==> src/rtl/dffnsnq_bank_seq_pkg.sv <==
// Shared types and constants for the dffnsnq bank sequencer.
// Holds the sequencer state encoding, the error-counter width and the default bank width.
package dffnsnq_bank_seq_pkg;

    localparam int unsigned DEFAULT_WIDTH = 8;
    localparam int unsigned ERR_CNT_W     = 8;

    typedef enum logic [1:0] {
        SET_HOLD = 2'd0,
        RECOVER  = 2'd1,
        IDLE     = 2'd2,
        CAPTURE  = 2'd3
    } seq_state_e;

endpackage

==> src/rtl/dffnsnq_bank_sequencer_sat_err_counter.sv <==
// Saturating mismatch counter with synchronous clear.
// It holds at all ones once reached, and only the clear input brings it back to zero.
module sat_err_counter
    import dffnsnq_bank_seq_pkg::*;
#(
    parameter int unsigned W = ERR_CNT_W
) (
    input  logic         clk,
    input  logic         clr,
    input  logic         inc,
    output logic [W-1:0] cnt
);

    localparam logic [W-1:0] CNT_SAT = '1;

    always_ff @(posedge clk) begin
        if (clr) begin
            cnt <= '0;
        end else if (inc && (cnt != CNT_SAT)) begin
            cnt <= cnt + W'(1);
        end
    end

endmodule

==> src/rtl/dffnsnq_bank_sequencer.sv <==
// Drives D/SETN of a falling-edge, active-low-set flop bank and checks its Q.
// Presets meet minimum SETN width and recovery; load words arrive over valid/ready.
module dffnsnq_bank_sequencer
    import dffnsnq_bank_seq_pkg::*;
#(
    parameter int unsigned WIDTH        = DEFAULT_WIDTH,
    parameter int unsigned SET_CYCLES   = 2,
    parameter int unsigned RECOV_CYCLES = 1
) (
    input  logic                 CLK,
    input  logic                 RST,
    input  logic                 SET_REQ,
    input  logic                 LOAD_VALID,
    input  logic [WIDTH-1:0]     LOAD_DATA,
    output logic                 LOAD_READY,
    output logic [WIDTH-1:0]     BANK_D,
    output logic                 BANK_SETN,
    input  logic [WIDTH-1:0]     BANK_Q,
    output logic                 CHK_VALID,
    output logic                 CHK_ERR,
    output logic [ERR_CNT_W-1:0] ERR_CNT
);

    localparam int unsigned CNT_MAX = (SET_CYCLES > RECOV_CYCLES) ? SET_CYCLES : RECOV_CYCLES;
    localparam int unsigned CNT_W   = (CNT_MAX > 1) ? $clog2(CNT_MAX) : 1;

    localparam logic [CNT_W-1:0] SET_LAST   = CNT_W'(SET_CYCLES - 1);
    localparam logic [CNT_W-1:0] RECOV_LAST = CNT_W'(RECOV_CYCLES - 1);
    localparam logic [WIDTH-1:0] ONES       = '1;

    seq_state_e       state_q;
    seq_state_e       state_nxt;
    logic [CNT_W-1:0] cnt_q;
    logic [CNT_W-1:0] cnt_nxt;
    logic [WIDTH-1:0] exp_q;
    logic [WIDTH-1:0] exp_nxt;
    logic [WIDTH-1:0] bank_d_nxt;
    logic             setn_nxt;
    logic             chk_valid_nxt;
    logic             chk_err_nxt;

    // Next state, cycle counter, expected value and the next values of the registered outputs.
    always_comb begin
        state_nxt     = state_q;
        cnt_nxt       = cnt_q;
        exp_nxt       = exp_q;
        chk_valid_nxt = 1'b0;
        chk_err_nxt   = 1'b0;
        LOAD_READY    = 1'b0;

        case (state_q)
            SET_HOLD: begin
                if (cnt_q == SET_LAST) begin
                    state_nxt     = RECOVER;
                    cnt_nxt       = '0;
                    chk_valid_nxt = 1'b1;
                    chk_err_nxt   = (BANK_Q != ONES);
                end else begin
                    cnt_nxt = cnt_q + CNT_W'(1);
                end
            end
            RECOVER: begin
                if (cnt_q == RECOV_LAST) begin
                    state_nxt = IDLE;
                    cnt_nxt   = '0;
                end else begin
                    cnt_nxt = cnt_q + CNT_W'(1);
                end
            end
            IDLE: begin
                LOAD_READY = !SET_REQ && !RST;
                if (SET_REQ) begin
                    state_nxt = SET_HOLD;
                    cnt_nxt   = '0;
                    exp_nxt   = ONES;
                end else if (LOAD_VALID) begin
                    state_nxt = CAPTURE;
                    exp_nxt   = LOAD_DATA;
                end
            end
            CAPTURE: begin
                state_nxt     = IDLE;
                chk_valid_nxt = 1'b1;
                chk_err_nxt   = (BANK_Q != exp_q);
            end
            default: begin
                state_nxt = SET_HOLD;
                cnt_nxt   = '0;
                exp_nxt   = ONES;
            end
        endcase

        // The bank sees all ones through the whole preset and recovery window.
        setn_nxt   = (state_nxt != SET_HOLD);
        bank_d_nxt = ((state_nxt == SET_HOLD) || (state_nxt == RECOVER)) ? ONES : exp_nxt;
    end

    always_ff @(posedge CLK) begin
        if (RST) begin
            state_q   <= SET_HOLD;
            cnt_q     <= '0;
            exp_q     <= ONES;
            BANK_D    <= ONES;
            BANK_SETN <= 1'b0;
            CHK_VALID <= 1'b0;
            CHK_ERR   <= 1'b0;
        end else begin
            state_q   <= state_nxt;
            cnt_q     <= cnt_nxt;
            exp_q     <= exp_nxt;
            BANK_D    <= bank_d_nxt;
            BANK_SETN <= setn_nxt;
            CHK_VALID <= chk_valid_nxt;
            CHK_ERR   <= chk_err_nxt;
        end
    end

    sat_err_counter #(
        .W(ERR_CNT_W)
    ) u_err_cnt (
        .clk(CLK),
        .clr(RST),
        .inc(CHK_VALID && CHK_ERR),
        .cnt(ERR_CNT)
    );

endmodule

==> config.mk <==
export PLATFORM = sky130hd
export DESIGN_NAME = dffnsnq_bank_sequencer
export DESIGN_NICKNAME = d
export VERILOG_FILES = /design/src/rtl/dffnsnq_bank_seq_pkg.sv /design/src/rtl/dffnsnq_bank_sequencer_sat_err_counter.sv /design/src/rtl/dffnsnq_bank_sequencer.sv
export SDC_FILE = /design/constraint.sdc
export NUM_CORES = 1
export LEC_CHECK = 0
export CORE_AREA = 2 2 50 70
export DETAILED_ROUTE_END_ITERATION = 6
export DIE_AREA = 0 0 52 72
export GPL_TIMING_DRIVEN = 0
export PLACE_DENSITY_LB_ADDON = 0.25
export SLEW_MARGIN = 20
export SYNTH_ARGS = -nofsm -noshare
export SYNTH_HDL_FRONTEND = slang
export SYNTH_SLANG_ARGS = --single-unit
==> constraint.sdc <==
create_clock -name CLK -period 2.4 [get_ports CLK]
set_input_delay 0.72 -clock CLK [delete_from_list [all_inputs] [get_ports CLK]]
set_output_delay 0.72 -clock CLK [all_outputs]
set_load 0.1 [all_outputs]
==> results of run 1 <==
sequential cells by signal, indices dropped and copies added, names as in the netlist:
name,count
BANK_D,8
exp_q,8
u_err_cnt.cnt,8
state_q,2
BANK_SETN,1
CHK_ERR,1
CHK_VALID,1
cnt_q,1
metal layers:
| metal | vias to the layer above | part of all wire (%) | GRT usage [%] |
|---|---|---|---|
| met2 | 45 | 53 | 31.4 |
| li1 | 628 | - | - |
| met3 | 6 | 5.6 | 6.17 |
| met5 | - | 0 | 0 |
| met4 | 0 | 1.9 | 10.8 |
| met1 | 604 | 40 | 20.1 |
logic make-up (layout without fill, tap and decap cells):
family | after synthesis | after routing
buffers and inverters | 11 | 59
AOI/OAI and AO/OA | 41 | 41
DFF | 30 | 30
xor gates and xnor gates | 9 | 9
adders and majority gates | 6 | 6
and+or+nand+nor | 46 | 46
muxes | 1 | 1
placed cells by master, fill, tap and decap left out, types with 2 or more instances in the layout:
cell type,n
dfxtp_1,28
dlygate4sd2_1,20
clkdlybuf4s50_1,17
nand2_1,13
nand3_1,12
o22ai_1,8
xnor2_1,8
a21oi_1,7
o22a_1,7
ha_1,6
nand4_1,5
clkbuf_8,5
inv_1,4
o21ai_0,4
buf_2,3
buf_4,3
or4_1,3
clkbuf_1,2
nor4_1,2
o21a_1,2
o31ai_1,2
or3_1,2
o211ai_1,2
nor2_1,2
clkinv_2,2
stage by stage:
| stage | hold WS [ns] | util [%] | std cells | area (um2) | TNS (ns) |
|---|---|---|---|---|---|
| 2_1_floorplan | 0.491 | - | 144 | 1370 | 0 |
| 3_3_place_gp | 0.476 | 58.2 | 221 | 1800 | -1.12 |
| 3_5_place_dp | 0.492 | 58.2 | 221 | 1800 | -1.14 |
| 4_1_cts | 0.498 | 61.4 | 229 | 1900 | 0 |
| 5_1_grt | 0.524 | 62.0 | 231 | 1920 | 0 |
| 6_report | 0.496 | 62.0 | 231 | 1920 | 0 |
cells in the mapped netlist, types with 3 or more instances:
library cell  number
inv_1              4
nand2_1           13
buf_2              4
o22ai_1            8
nand3_1           12
nand4_1            5
or4_1              3
xnor2_1            8
o22a_1             7
o21ai_0            4
a21oi_1            7
dfxtp_1           30
ha_1               6
what timing repair did:
item	in CTS	in global routing
gates resized for setup	33	1
hold endpoints to repair	0	0
gates cloned	0	0
hold buffers	0	0
setup endpoints to repair	20	1
setup buffers	0	2
power breakdown:
part	switching [W]	internal, W
logic	0.000371	0.000193
clock network	0.000188	0.000305
registers	0.0000494	0.000549
total	0.000608	0.00105
final cells by class:
type,count,area (um2)
Buffer,6,30.0
Inverter,5,23.8
Clock inverter,3,40.0
Tap cell,39,48.8
Fill cell,274,1180
Clock buffer,5,68.8
Timing Repair Buffer,40,375
Sequential cell,30,606
Multi-Input combinational cell,103,724
worst paths after layout:
check,startpoint,to,slack (ns),depth (start not counted)
setup / recovery,u_err_cnt.cnt[2]$_SDFFE_PP0P_,ERR_CNT[2],0.05,1
hold / removal,u_err_cnt.cnt[6]$_SDFFE_PP0P_,u_err_cnt.cnt[6]$_SDFFE_PP0P_,0.50,2
setup reg to reg,state_q[0]$_SDFF_PP0_,BANK_D[6]$_SDFF_PP1_,0.46,8
hold reg to reg,u_err_cnt.cnt[6]$_SDFFE_PP0P_,u_err_cnt.cnt[6]$_SDFFE_PP0P_,0.50,2
==> flow_summary.toml, run 1 <==
[layout]
syn2layout_area_growth_pct = 39.9
num_antenna_cells = 0
nNetsFinal = 217
final_layout_size_suffix_gt1_share_pct = 12.0

[cts]
clk_latency_ns = 0.28
cts.path.max_buffers = 2
tritoncts = "done"
cts_root_buf = "clkbuf_8"
cts.clk_slew.worst_paths_ns = 0.06
clock_sinks = 30
htree_levels = 2
cts_made_buffers = 5

[synthesis]
synth-compound-area-share_pct = 22.6
synth_seq_area_share_pct = 43.8
ys_warn_count = 0
synthFlopType = "dfxtp_1"
synth_top_area_share_pct = 43.8
ys_ff_latch = 30
synth_top_family_by_area = "compound AO/OA/AOI/OAI gates"
yosys.area_share.simple_pct = 18.2
synth_xor_area_share_pct = 5.75
synthAdderAreaFrac_pct = 5.48
muxShareOfSynthArea_pct = 0.731
synth_area_um2 = 1370
syn_avg_cell_area_um2 = 9.51
ys_top_cells_by_area = "dfxtp_1, ha_1, xnor2_1, o22a_1, nand3_1"
synth_edf_count = 0
synthDistinctLibCells = 39
postSynth.asyncResetShare_pct = 0
syn_nets = 170
synth_cells = 144
synth.largest_area_cell = "dfxtp_1"

[worst_setup_path]
crit_slowest_cell = "dlygate4sd2_1"
crit_arrival_ns = 1.63
cpPeakStageDelay_ns = 0.90
worstSetupPathType = "reg -> out"
cp_top_family = "buffers and inverters"
cp_max_fo = 7
required_ns = 1.68
cp-end-kind = "primary output"
path_buf_inv = 1
critical_path.startpoint_type = "flop"
crit_chain = "dlygate4sd2_1"

[drt]
wl_um = 3290
vias_per_cell = 5.55
vias = 1283
first_iter_violations = 28
drc = 0
drt_first_pass_iters = 4
wl_per_cell_um = 14.3
ant_nets = 0

[placement]
port_buffers = 38
gp_congestion = 0.809
place_ws_ns = -1.14
hpwl_um = 2460

[sta]
hold_viol_final = 0
worst_slew_pin_slew_ns = 0.963
fin_worst_skew_ns = 0.00735
finalCritPeriodShare_pct = 98.1
rsz0062_at_grt = "no"
max_slew_margin_pct = 36.1
max_clock_freq_mhz = 425
setup_violations = 0
finalCriticalPeriod_ns = 2.35
maxSlewViolCount = 0
setup_ws_ns = 0.0464

[power]
power_w = 0.00165
p_leak_nw = 0.711
ir_drop_mv = 0.518
cellPowerDensity_nw_per_um2 = 863

[run_status]
status = "finished clean"

[grt]
grt_max_degree = 11
grt_pass1_wl_um = 5200
grt_overflow = 0
grt_pass1_vias = 1165
grt.total_usage_pct = 18.7
antenna_found_initial = 0

[die]
fp.coreArea_um2 = 3090
pin_count = 40
die_w_um = 52
rows = 24
die_area_um2 = 3740
initial_core_util_pct = 44.3
die_h_um = 72

[worst_hold_path]
min-delay-path-class = "reg -> reg"

[flow_run]
max_cap_violations = 0
(Power assumes the default switching activity.)
==> run 2: changes to the inputs <==
--- a/config.mk
+++ b/config.mk
@@ -5,9 +5,11 @@
 export SDC_FILE = /design/constraint.sdc
 export NUM_CORES = 1
 export LEC_CHECK = 0
-export CORE_AREA = 2 2 50 70
+export CELL_PAD_IN_SITES_DETAIL_PLACEMENT = 0
+export CELL_PAD_IN_SITES_GLOBAL_PLACEMENT = 1
+export CORE_AREA = 2 2 57 81
 export DETAILED_ROUTE_END_ITERATION = 6
-export DIE_AREA = 0 0 52 72
+export DIE_AREA = 0 0 59 83
 export GPL_TIMING_DRIVEN = 0
 export PLACE_DENSITY_LB_ADDON = 0.25
 export SLEW_MARGIN = 20
==> run 2 against run 1 <==
Compared with the run above: fmax rose by 1.4%; largest cell class unchanged; via count fell by 1.7%; register-to-register slack got worse by 0.04 ns; setup slack improved by 0.032 ns; wire length rose by 3.6%; sequential cell count did not move.
==> flow_summary.toml, run 2 (synthesized netlist as in run 1, its figures left out) <==
[power]
p_sw_share_pct = 38.4
cellPowerDensity_nw_per_um2 = 808
power_switching_w = 0.000587
seq_power_share_pct = 39.0
p_leak_nw = 0.692
p_int_w = 0.000941
power_w = 0.00153
clock_power_share_pct = 23.9
ir_drop_mv = 0.354
power_frac_comb_pct = 37.0

[grt]
grt_pass1_wl_um = 5890
grt_overflow = 0
grt_pass1_vias = 1288
grt.total_usage_pct = 15.2
antenna_found_initial = 0
grt_max_degree = 11

[die]
fp.coreArea_um2 = 4130
die_w_um = 59
pin_count = 40
rows = 28
die_h_um = 83
initial_core_util_pct = 33.1
die_area_um2 = 4900

[worst_setup_path]
worstSetupStartpoint = "state_q[0]$_SDFF_PP0_"
crit_arrival_ns = 1.60
crit_chain = "inv_1 > ha_1 > buf_4 > nor2b_4 > and2_2 > buf_8"
cpPeakStageDelay_ns = 0.38
cp_top_family = "buffers and inverters"
cp-end-kind = "primary output"
required_ns = 1.68
worstSetupPathType = "reg -> out"
path_buf_inv = 3
r2r_cells = 8
r2r_start = "state_q[0]$_SDFF_PP0_"
crit_slowest_cell = "dfxtp_4"
critical_path.startpoint_type = "flop"
cp_num_cells = 6
cp_max_fo = 10

[placement]
gp_congestion = 0.825
port_buffers = 38
hpwl_um = 2630
dp.cells = 227
place_ws_ns = -1.16

[cts]
cts_made_buffers = 5
cts_root_buf = "clkbuf_8"
cts.clk_slew.worst_paths_ns = 0.06
tritoncts = "done"
clk_latency_ns = 0.27
cts.path.max_buffers = 2
clock_sinks = 30
cts-hold-fix-buffers = 0
htree_levels = 2

[layout]
final_layout_size_suffix_gt1_share_pct = 10.5
multi_input_area_um2 = 724
reg.largest.list = "BANK_D x8, exp_q x8, u_err_cnt.cnt x8"
syn2layout_area_growth_pct = 38.1
n_fill_cell = 419
num_antenna_cells = 0
fin_util_pct = 45.8
final_common_cell = "dfxtp_1"
layout_common_cells = "dfxtp_1, dlygate4sd2_1, clkdlybuf4s50_1"
nNetsFinal = 217
seqCellArea_um2 = 606
final_cell_count_no_fill = 236

[drt]
wl_per_cell_um = 14.5
wl_um = 3410
vias_per_cell = 5.34
vias = 1261
drc = 0
ant_nets = 0
first_iter_violations = 38
drt_first_pass_iters = 6

[sta]
fin_tns_setup_ns = 0
maxSlewViolCount = 0
max_clock_freq_mhz = 431
max_slew_margin_pct = 35.6
setup_ws_ns = 0.0785
finalCritPeriodShare_pct = 96.7
setup_violations = 0
rsz0062_at_grt = "no"
hold_viol_final = 0
fin_worst_skew_ns = 0.00285
finalCriticalPeriod_ns = 2.32
worst_slew_pin_slew_ns = 0.970

[worst_hold_path]
worstHoldStart = "CHK_ERR$_SDFF_PP0_"
hold_depth = 2
min-delay-path-class = "reg -> reg"

[run_status]
status = "finished clean"

[flow_run]
max_cap_violations = 0
[run 2: final timing paths]
kind                                                       to  slack [ns]
worst max-delay path                               LOAD_READY        0.08
worst min-delay path            u_err_cnt.cnt[2]$_SDFFE_PP0P_        0.49
worst max register to register           BANK_D[3]$_SDFF_PP1_        0.42
worst min register to register  u_err_cnt.cnt[2]$_SDFFE_PP0P_        0.49
[run 2: tightest hold or removal path, cell delays in order, from the launching register on]
cell	delay [ns]
dfxtp_1	0.31
nand2_1	0.07
o41ai_1	0.06
[run 2: layer usage]
metal  wire (um)  GRT usage (%)  vias up  part of all wire, %
met4          33           4.75        0                 0.97
met1        1280           16.3      585                   37
met5           0              0        -                    0
met3         176           4.21        6                  5.2
met2        1920           27.7       42                   56
li1            -              -      628                    -
[run 2: final cells by class]
| type | instances | share of cell area (%) |
|---|---|---|
| sequential | 30 | 32.0 |
| tap | 45 | 2.98 |
| clock buffer | 7 | 4.03 |
| inverter | 5 | 1.26 |
| buffer | 6 | 1.59 |
| multi-input combinational | 103 | 38.3 |
| timing repair buffer | 40 | 19.8 |
[run 2: timing repair]
action,CTS,global route
setup endpoints to repair,20,1
buffers inserted,0,2
resized for setup,33,1
[run 2: metrics by stage]
| step | cell area, um2 | hold slack (ns) |
|---|---|---|
| 2_1_floorplan | 1370 | 0.491 |
| 3_3_place_gp | 1810 | 0.485 |
| 3_5_place_dp | 1810 | 0.494 |
| 4_1_cts | 1870 | 0.501 |
| 5_1_grt | 1890 | 0.544 |
| 6_report | 1890 | 0.493 |
[run 2: power by group through the flow]
stage	registers (W)	logic (W)	clock network, W
6_report	0.000596	0.000566	0.000366
2_1_floorplan	0.000741	0.000278	0
5_1_grt	0.000607	0.000604	0.000400
4_1_cts	0.000595	0.000562	0.000381
3_5_place_dp	0.000603	0.000569	0
3_3_place_gp	0.000601	0.000553	0
